`config.mk`:
```
export PLATFORM = sky130hd
export DESIGN_NAME = rvfi_retire_serializer
export DESIGN_NICKNAME = d
export VERILOG_FILES = /design/src/rtl/rvfi_retire_serializer.sv
export SDC_FILE = /design/constraint.sdc
export NUM_CORES = 1
export LEC_CHECK = 0
export CORE_MARGIN = 3
export CORE_UTILIZATION = 50
export CTS_BUF_LIST = sky130_fd_sc_hd__clkbuf_16
export DETAILED_ROUTE_END_ITERATION = 10
export PLACE_DENSITY = 0.7
export SYNTH_ARGS = -nofsm -noshare
export SYNTH_HDL_FRONTEND = slang
export SYNTH_SLANG_ARGS = --single-unit
```
`constraint.sdc`:
```
create_clock -name clk -period 18.2 [get_ports clk]
set_input_delay 3.64 -clock clk [delete_from_list [all_inputs] [get_ports clk]]
set_output_delay 3.64 -clock clk [all_outputs]
set_load 0.1 [all_outputs]
```
`src/rtl/rvfi_retire_serializer.sv`:
```
// Serialises NRET parallel RVFI retire channels into one in-order ready/valid stream via a circular buffer.
// Optional RVFI_SERIALIZER_ORDER_CHECK_EN adds a sticky order_err output tracking rvfi_order continuity.
module rvfi_retire_serializer #(
  parameter int NRET    = 2,
  parameter int XLEN    = 32,
  parameter int ORDER_W = 8,
  parameter int DEPTH   = 8
) (
  input  logic                      clk,
  input  logic                      resetn,
  input  logic [NRET-1:0]           rvfi_valid,
  input  logic [NRET*ORDER_W-1:0]   rvfi_order,
  input  logic [NRET*32-1:0]        rvfi_insn,
  input  logic [NRET*XLEN-1:0]      rvfi_pre_pc,
  input  logic [NRET*XLEN-1:0]      rvfi_post_pc,
  input  logic [NRET-1:0]           rvfi_trap,
  output logic                      out_valid,
  input  logic                      out_ready,
  output logic [ORDER_W-1:0]        out_order,
  output logic [31:0]               out_insn,
  output logic [XLEN-1:0]           out_pre_pc,
  output logic [XLEN-1:0]           out_post_pc,
  output logic                      out_trap,
  output logic [$clog2(DEPTH):0]    level,
  output logic                      overflow
`ifdef RVFI_SERIALIZER_ORDER_CHECK_EN
  ,
  output logic                      order_err
`endif
);

  localparam int PW = $clog2(DEPTH);
  localparam int LW = PW + 1;

  logic [ORDER_W-1:0] order_mem [DEPTH];
  logic [31:0]        insn_mem  [DEPTH];
  logic [XLEN-1:0]    pre_mem   [DEPTH];
  logic [XLEN-1:0]    post_mem  [DEPTH];
  logic               trap_mem  [DEPTH];

  logic [PW-1:0] wr_ptr_r;
  logic [PW-1:0] rd_ptr_r;
  logic [LW-1:0] level_r;
  logic          out_valid_r;
  logic          overflow_r;

  logic          pop_s;
  logic          accept_s;
  logic [LW-1:0] n_s;
  logic [LW:0]   total_s;
  logic [LW-1:0] level_nxt_s;
  logic [PW-1:0] slot_s [NRET];

  assign pop_s = out_valid_r & out_ready;

  // Compact valid channels: each valid channel takes the next free slot after wr_ptr.
  always_comb begin
    n_s = '0;
    for (int i = 0; i < NRET; i++) begin
      slot_s[i] = wr_ptr_r + n_s[PW-1:0];
      if (rvfi_valid[i]) begin
        n_s = n_s + LW'(1);
      end else begin
        n_s = n_s;
      end
    end
  end

  // Space check counts a same-cycle pop as already freed; a rejected group only loses the pop.
  always_comb begin
    total_s  = {1'b0, level_r} + {1'b0, n_s} - {{LW{1'b0}}, pop_s};
    accept_s = (total_s <= (LW+1)'(DEPTH));
    if (accept_s) begin
      level_nxt_s = total_s[LW-1:0];
    end else begin
      level_nxt_s = level_r - {{PW{1'b0}}, pop_s};
    end
  end

  // Pointer, occupancy and sticky overflow state.
  always_ff @(posedge clk or negedge resetn) begin
    if (!resetn) begin
      wr_ptr_r    <= '0;
      rd_ptr_r    <= '0;
      level_r     <= '0;
      out_valid_r <= 1'b0;
      overflow_r  <= 1'b0;
    end else begin
      level_r     <= level_nxt_s;
      out_valid_r <= (level_nxt_s != '0);
      if (pop_s) begin
        rd_ptr_r <= rd_ptr_r + PW'(1);
      end
      if (accept_s) begin
        wr_ptr_r <= wr_ptr_r + n_s[PW-1:0];
      end else begin
        overflow_r <= 1'b1;
      end
    end
  end

  // Buffer storage; contents need no reset since level gates visibility.
  always_ff @(posedge clk) begin
    for (int i = 0; i < NRET; i++) begin
      if (accept_s && rvfi_valid[i]) begin
        order_mem[slot_s[i]] <= rvfi_order[i*ORDER_W +: ORDER_W];
        insn_mem[slot_s[i]]  <= rvfi_insn[i*32 +: 32];
        pre_mem[slot_s[i]]   <= rvfi_pre_pc[i*XLEN +: XLEN];
        post_mem[slot_s[i]]  <= rvfi_post_pc[i*XLEN +: XLEN];
        trap_mem[slot_s[i]]  <= rvfi_trap[i];
      end
    end
  end

  assign out_valid   = out_valid_r;
  assign out_order   = order_mem[rd_ptr_r];
  assign out_insn    = insn_mem[rd_ptr_r];
  assign out_pre_pc  = pre_mem[rd_ptr_r];
  assign out_post_pc = post_mem[rd_ptr_r];
  assign out_trap    = trap_mem[rd_ptr_r];
  assign level       = level_r;
  assign overflow    = overflow_r;

`ifdef RVFI_SERIALIZER_ORDER_CHECK_EN
  logic [ORDER_W-1:0] exp_order_r;
  logic               exp_loaded_r;
  logic               order_err_r;
  logic [ORDER_W-1:0] exp_next_s;

  assign exp_next_s = exp_order_r + ORDER_W'(1);

  // Expected order re-syncs to each popped value so one gap flags once, not forever.
  always_ff @(posedge clk or negedge resetn) begin
    if (!resetn) begin
      exp_order_r  <= '0;
      exp_loaded_r <= 1'b0;
      order_err_r  <= 1'b0;
    end else if (pop_s) begin
      if (exp_loaded_r && (out_order != exp_next_s)) begin
        order_err_r <= 1'b1;
      end
      exp_order_r  <= out_order;
      exp_loaded_r <= 1'b1;
    end
  end

  assign order_err = order_err_r;

`ifdef FORMAL
  rvfi_retire_serializer_order_chk #(.ORDER_W(ORDER_W)) u_order_chk (
    .clk           (clk),
    .resetn        (resetn),
    .check         (pop_s & exp_loaded_r),
    .order         (out_order),
    .expected_next (exp_next_s)
  );
`endif
`endif

endmodule

`ifdef RVFI_SERIALIZER_ORDER_CHECK_EN
`ifdef FORMAL
module rvfi_retire_serializer_order_chk #(
  parameter int ORDER_W = 8
) (
  input logic               clk,
  input logic               resetn,
  input logic               check,
  input logic [ORDER_W-1:0] order,
  input logic [ORDER_W-1:0] expected_next
);
  // Every popped order after the first must be the successor of the previous one.
  always_ff @(posedge clk) begin
    if (resetn && check) begin
      assert (order == expected_next);
    end
  end
endmodule
`endif
`endif
```
==> qor.txt <==
======================================================================================
Outcome ................................................................. complete, no violations
Sinks on Clock Net ......................................................          852
Total of flip-flops plus latches after synthesis ........................          852
Crit path max-delay cell type ........................................... sky130_fd_sc_hd__buf_4
Part of the total power dissipated in combinational logic ...............        50.4%
Cells after Synth .......................................................        2,260
Crit path from .......................................................... rvfi_valid[0]
Relative slew slack .....................................................        19.8%
Max-capacitance violation count .........................................            0
Detailed-router iteration count before antenna repair ...................            5
Critical setup path kind ................................................       in2reg
Post-route total power ..................................................      9.31 mW
RSZ-0062 raised after global routing ....................................        false
Final weighted congestion of routability-driven global placement ........        0.794
Number of pins exceeding their max-slew limit in the final report .......            0
Via count of the first global-routing pass ..............................        25.3k
Fraction of post-synthesis cell area in the top cell type by area .......        59.1%
Cell internal pwr .......................................................      5.24 mW
Hold WS .................................................................     0.497 ns
Worst-case clock buffer depth ...........................................            3
Net count after synthesis ...............................................        2,488
Least-Margin Pin Slew ...................................................      1.20 ns
Vias ....................................................................        23.2k
Fin crit period .........................................................      9.22 ns
Critical Path Source Type ...............................................    input pin
Slowest stage delay, CP .................................................      0.81 ns
Biggest area consumer among synthesized cells ........................... sky130_fd_sc_hd__edfxtp_1
Number of antenna violations at the first check in global routing .......           21
Most numerous cell on the critical path ................................. sky130_fd_sc_hd__buf_4
I/O pins ................................................................          326
Most used flip-flop cell after synthesis ................................ sky130_fd_sc_hd__edfxtp_1
Worst endpoint data arrival time ........................................      9.48 ns
First-pass GRT wire length ..............................................   164,000 um
GRT Total Usage .........................................................        24.7%
Asr flop ratio synth ....................................................        1.41%
EDFF count, synth .......................................................          840
Detailed Place HPWL .....................................................    60,200 um
Area of the placeable core ..............................................  84,100 um^2
CTS tree ................................................................          yes
Distinct cells, synth ...................................................           39
Clock root buffer ....................................................... sky130_fd_sc_hd__clkbuf_16
Share of power burned in the clock network ..............................        18.4%
Nets ....................................................................        2,791
Via-to-Cell Ratio .......................................................         6.12
Worst setup slack after placement .......................................      8.29 ns
Height of the die .......................................................       298 um
Top post-synthesis cells by area ........................................ sky130_fd_sc_hd__edfxtp_1 59%, sky130_fd_sc_hd__mux2_2 23%, sky130_fd_sc_hd__mux4_2 11%
Library cell with the highest instance count after synthesis ............ sky130_fd_sc_hd__mux2_2
Share of cells above drive strength 1 ...................................        50.3%
Tcrit/Tclk final ........................................................        50.6%
F_max ...................................................................    0.108 GHz
Number of clock buffers inserted by TritonCTS ...........................           93
Non-Filler Instances ....................................................        3,792
Routed wirelength normalized by instance count ..........................      29.0 um
Die Outline Area ........................................................  88,900 um^2
Power Density ...........................................................  187 nW/um^2
Worst clock skew on the final layout ....................................    0.0180 ns
Row count ...............................................................          106
Beginning of the worst hold path ........................................     overflow
Post-Place Cells ........................................................        3,602
Max IR drop VDD .........................................................     0.246 mV
Switching power .........................................................      4.07 mW
Min-delay worst type ....................................................      reg2reg
Number of setup buffers added after CTS .................................            0
Setup TNS Final .........................................................         0 ns
Largest net degree at the start of global routing .......................          106
Crit Reg-Reg Startpoint .................................................    out_valid
Leakage power figure ....................................................      16.6 nW
GRT Residual Overflow ...................................................            0
Leading cell types by count after synthesis ............................. 855 x sky130_fd_sc_hd__mux2_2, 840 x sky130_fd_sc_hd__edfxtp_1, 210 x sky130_fd_sc_hd__mux4_2
Cell area after synthesis ...............................................  42,700 um^2
Hold violation total from the final report ..............................            0
Flop pwr share ..........................................................        31.2%
Antenna Nets Post-Route .................................................            0
Clock slew at the register clock pins of the worst setup and hold paths .      0.06 ns
Number of failing setup endpoints in the final timing report ............            0
Hold-fix buffers at CTS .................................................            0
Critical Path RT ........................................................     18.46 ns
Worst Setup Slack, final ................................................      8.98 ns
Fraction of power spent switching nets ..................................        43.7%
Resized Gates After CTS .................................................            0
Crit Path Max Fanout ....................................................           61
Count of port buffers added during placement ............................          325
Final Routed Wirelength .................................................   110,000 um
Area grow syn2layout ....................................................        16.6%
Die X ...................................................................       298 um
Post-Synthesis Mean Instance Area .......................................    18.9 um^2
Endpoint class of the critical path .....................................     register
Cells along the critical path ........................................... clkdlybuf4s50_1 -> ha_1 -> or2_2 -> nand2_1 -> ha_1 -> fa_1 -> or3_1 -> a311o_1 -> buf_4 -> or3_4 -> buf_4 -> o31ai_4 -> buf_4 -> buf_4
Insertion delay to the later sink of the worst-skew pair ................      0.64 ns
H-tree lvl count ........................................................            3
Violation count after the first detailed-routing iteration ..............        1,706
Effective utilization at floorplan ......................................        50.8%
Count of unresolved DRC violations after routing ........................            0
Sequential-to-total area share from yosys stat ..........................        59.8%
Number of warnings reported in the yosys synthesis log ..................            0
======================================================================================
## registers in the layout, indices dropped and copies added, names as in the netlist
name       flops
pre_mem      256
post_mem     256
wr_ptr_r       3
rd_ptr_r       3
order_mem     64
trap_mem       8
overflow       1
out_valid      1
insn_mem     256
level          4
## critical path, delay by kind of cell
family | cells | cell delay, ns
AO/OA/AOI/OAI | 2 | 0.69
adder cells (fa/ha/maj) | 3 | 1.04
buffers and inverters | 5 | 2.80
AND/OR/NAND/NOR | 4 | 1.18
## per-stage QoR
stage          utilization, %  cell area, um^2
2_1_floorplan               -            42700
3_3_place_gp             55.9            47000
3_5_place_dp             55.9            47000
4_1_cts                  59.1            49700
5_1_grt                  59.2            49800
6_report                 59.2            49800
## worst paths after layout
check | end | slack [ns] | depth (start not counted)
setup / recovery | post_mem[7][9] | 8.98 | 14
max in group asynchronous | rd_ptr_r[0] | 14.40 | 1
min in group asynchronous | level[1] | 3.37 | 1
hold reg to reg | overflow | 0.50 | 1
setup reg to reg | post_mem[7][9] | 12.19 | 14
hold / removal | overflow | 0.50 | 1
## power by group through the flow
stage / Combinational [mW] / Clock, mW / Sequential, mW
CTS: 4.75 / 1.74 / 2.91
detailed placement: 4.73 / 0 / 2.95
global placement: 4.72 / 0 / 2.93
finish: 4.69 / 1.71 / 2.91
floorplan: 3.55 / 0 / 2.98
global route: 4.88 / 1.82 / 2.94
## area by class of cell
| cell class | instances | area (um^2) |
|---|---|---|
| multi-input combinational | 1243 | 16500 |
| clock buffer | 95 | 2380 |
| inverter | 9 | 33.8 |
| sequential | 852 | 25500 |
| timing repair buffer | 364 | 3570 |
| antenna | 23 | 57.6 |
| fill | 6339 | 34300 |
| clock inverter | 72 | 340 |
| tap | 1134 | 1420 |
## routing by layer
layer  global-route usage [%]  wire (um)
met2                     42.5      56100
met5                        0         54
met4                     8.23       2970
met1                     32.0      44300
met3                     4.03       6680
## placed cells by master, fill, tap and decap left out, types with 21 or more instances in the layout
master / instances
sky130_fd_sc_hd__diode_2: 23
sky130_fd_sc_hd__buf_4: 37
sky130_fd_sc_hd__clkdlybuf4s50_1: 325
sky130_fd_sc_hd__inv_1: 35
sky130_fd_sc_hd__mux4_2: 210
sky130_fd_sc_hd__mux2_2: 855
sky130_fd_sc_hd__clkinv_2: 21
sky130_fd_sc_hd__clkbuf_16: 95
sky130_fd_sc_hd__edfxtp_1: 840
sky130_fd_sc_hd__mux2_4: 78
## logic make-up after synthesis
group	count (synthesis)	share of synthesized area [%]
fa+ha+maj	13	0.416
compound gates	21	0.343
buf+inv	165	1.97
flops	852	59.8
xor+xnor	10	0.205
mux	1157	36.7
simple gates	42	0.539
(Power assumes the default switching activity.)
==> edit, RTL diff (same flow settings) <==
Build with the macro `RVFI_SERIALIZER_ORDER_CHECK_EN` defined.
--- a/src/rtl/rvfi_retire_serializer.sv
+++ b/src/rtl/rvfi_retire_serializer.sv
@@ -1,4 +1,6 @@
 // Serialises NRET parallel RVFI retire channels into one in-order ready/valid stream via a circular buffer.
 // Optional RVFI_SERIALIZER_ORDER_CHECK_EN adds a sticky order_err output tracking rvfi_order continuity.
+`define RVFI_SERIALIZER_ORDER_CHECK_EN
+
 module rvfi_retire_serializer #(
   parameter int NRET    = 2,
Check against the original RTL (old outputs only; new: order_err): no difference found for any inputs over 4 cycles, from zero or initial values and one cycle with resetn low; that may be too few to reach the edited logic, so the function may still have changed.
==> edit against the unedited design <==
- hold slack worse by 0.028 ns
- final area is 1.4% higher
- sequential power rose by 3%
- die area grew 1.3%
- via count is 0.71% higher
- critical path depth rose by 2
- power is 2.7% higher
- sequential cell count is 10 higher
- setup slack got worse by 0.43 ns
- synthesized area rose by 1.3%
- wire length grew 1.0%
- critical path type unchanged
- critical endpoint is now post_mem[5][15]$_DFFE_PP_
==> edit: results (changes against the unedited design) <==
outcome: "finished clean"
comb-power_mw: 4.77  # +2%
seq_area_frac_synth_pct: 59.61  # -0.18 points
min_to: "exp_loaded_r$_DFFE_PN0P_"
relSlewSlack_pct: 20.61  # +0.84 points
synthCells: 2320  # +2.7%
gp_congestion: 0.7665  # -3.5%
r2r_slack_ns: 11.56  # -0.63 ns
finClkSkew_ns: 0.03818  # +0.02017 ns
layout-drive-gt1-share_pct: 40.88  # -9.4 points
grt_antenna_before_repair: 37  # +76%
fin_cells: 3870  # +2.1%
seqPwrFrac_pct: 31.4  # +0.2 points
critPathMaxFanout: 55  # -9.8%
pwr-share-comb_pct: 49.9  # -0.5 points
finalCriticalPeriod_ns: 9.646  # +0.4284 ns
ys_types: 44  # +13%
nets: 2857  # +2.4%
grt_pass1_wl_mm: 165.9  # +0.91%
grt_pass1_vias: 25510  # +0.70%
synthTopCellsByCount: "edfxtp_1, mux2_2, mux2_1"
leakage_nw: 16.48  # -0.66%
critPathLaunch: "out_ready"
async_reset_ff_share_pct: 2.552  # +1.1 points
ir_drop_uv: 334.5  # +36%
dpl_cell_area_um2: 47520  # +1.1%
internal_power_mw: 5.376  # +2.6%
hold_slack_ns: 0.4689  # -0.02775 ns
track_usage_pct: 24.79  # +0.087 points
routedWlPerCell_um: 28.73  # -1.0%
hold_start: "exp_loaded_r$_DFFE_PN0P_"
reg2reg_to: "post_mem[5][15]$_DFFE_PP_"
dp_hpwl_mm: 62.19  # +3.3%
grt_max_degree: 150  # +42%
edit: area by class of cell:
| type | instances | area, µm² |
|---|---|---|
| diodes | 28 | 70.07 |
| repair buffers | 363 | 3588 |
| clock buffers | 95 | 2377 |
| inverters | 24 | 90.09 |
| well taps | 1144 | 1431 |
| fillers | 6407 | 34940 |
| multi-input cells | 1282 | 16620 |
| flip-flops and latches | 862 | 25790 |
| clock inverters | 72 | 505.5 |
edit: logic make-up (layout without fill, tap and decap cells):
family	count (synthesis)	count (layout)	share of synthesized area [%]
AOI/OAI and AO/OA	29	29	0.4427
xor gates and xnor gates	21	21	0.4601
adders and majority gates	16	16	0.4977
buffers and inverters	176	554	2.185
DFF	862	862	59.61
muxes	1159	1159	35.96
other	0	28	0
and+or+nand+nor	57	57	0.8421
edit: metal layers:
metal,vias to the layer above,share of wire (%),global-route usage [%]
met5,-,0.12,0
met4,20,2.8,8.900
met3,189,6.2,5.654
met2,657,51,42.55
met1,12370,40,30.90
li1,10150,-,-
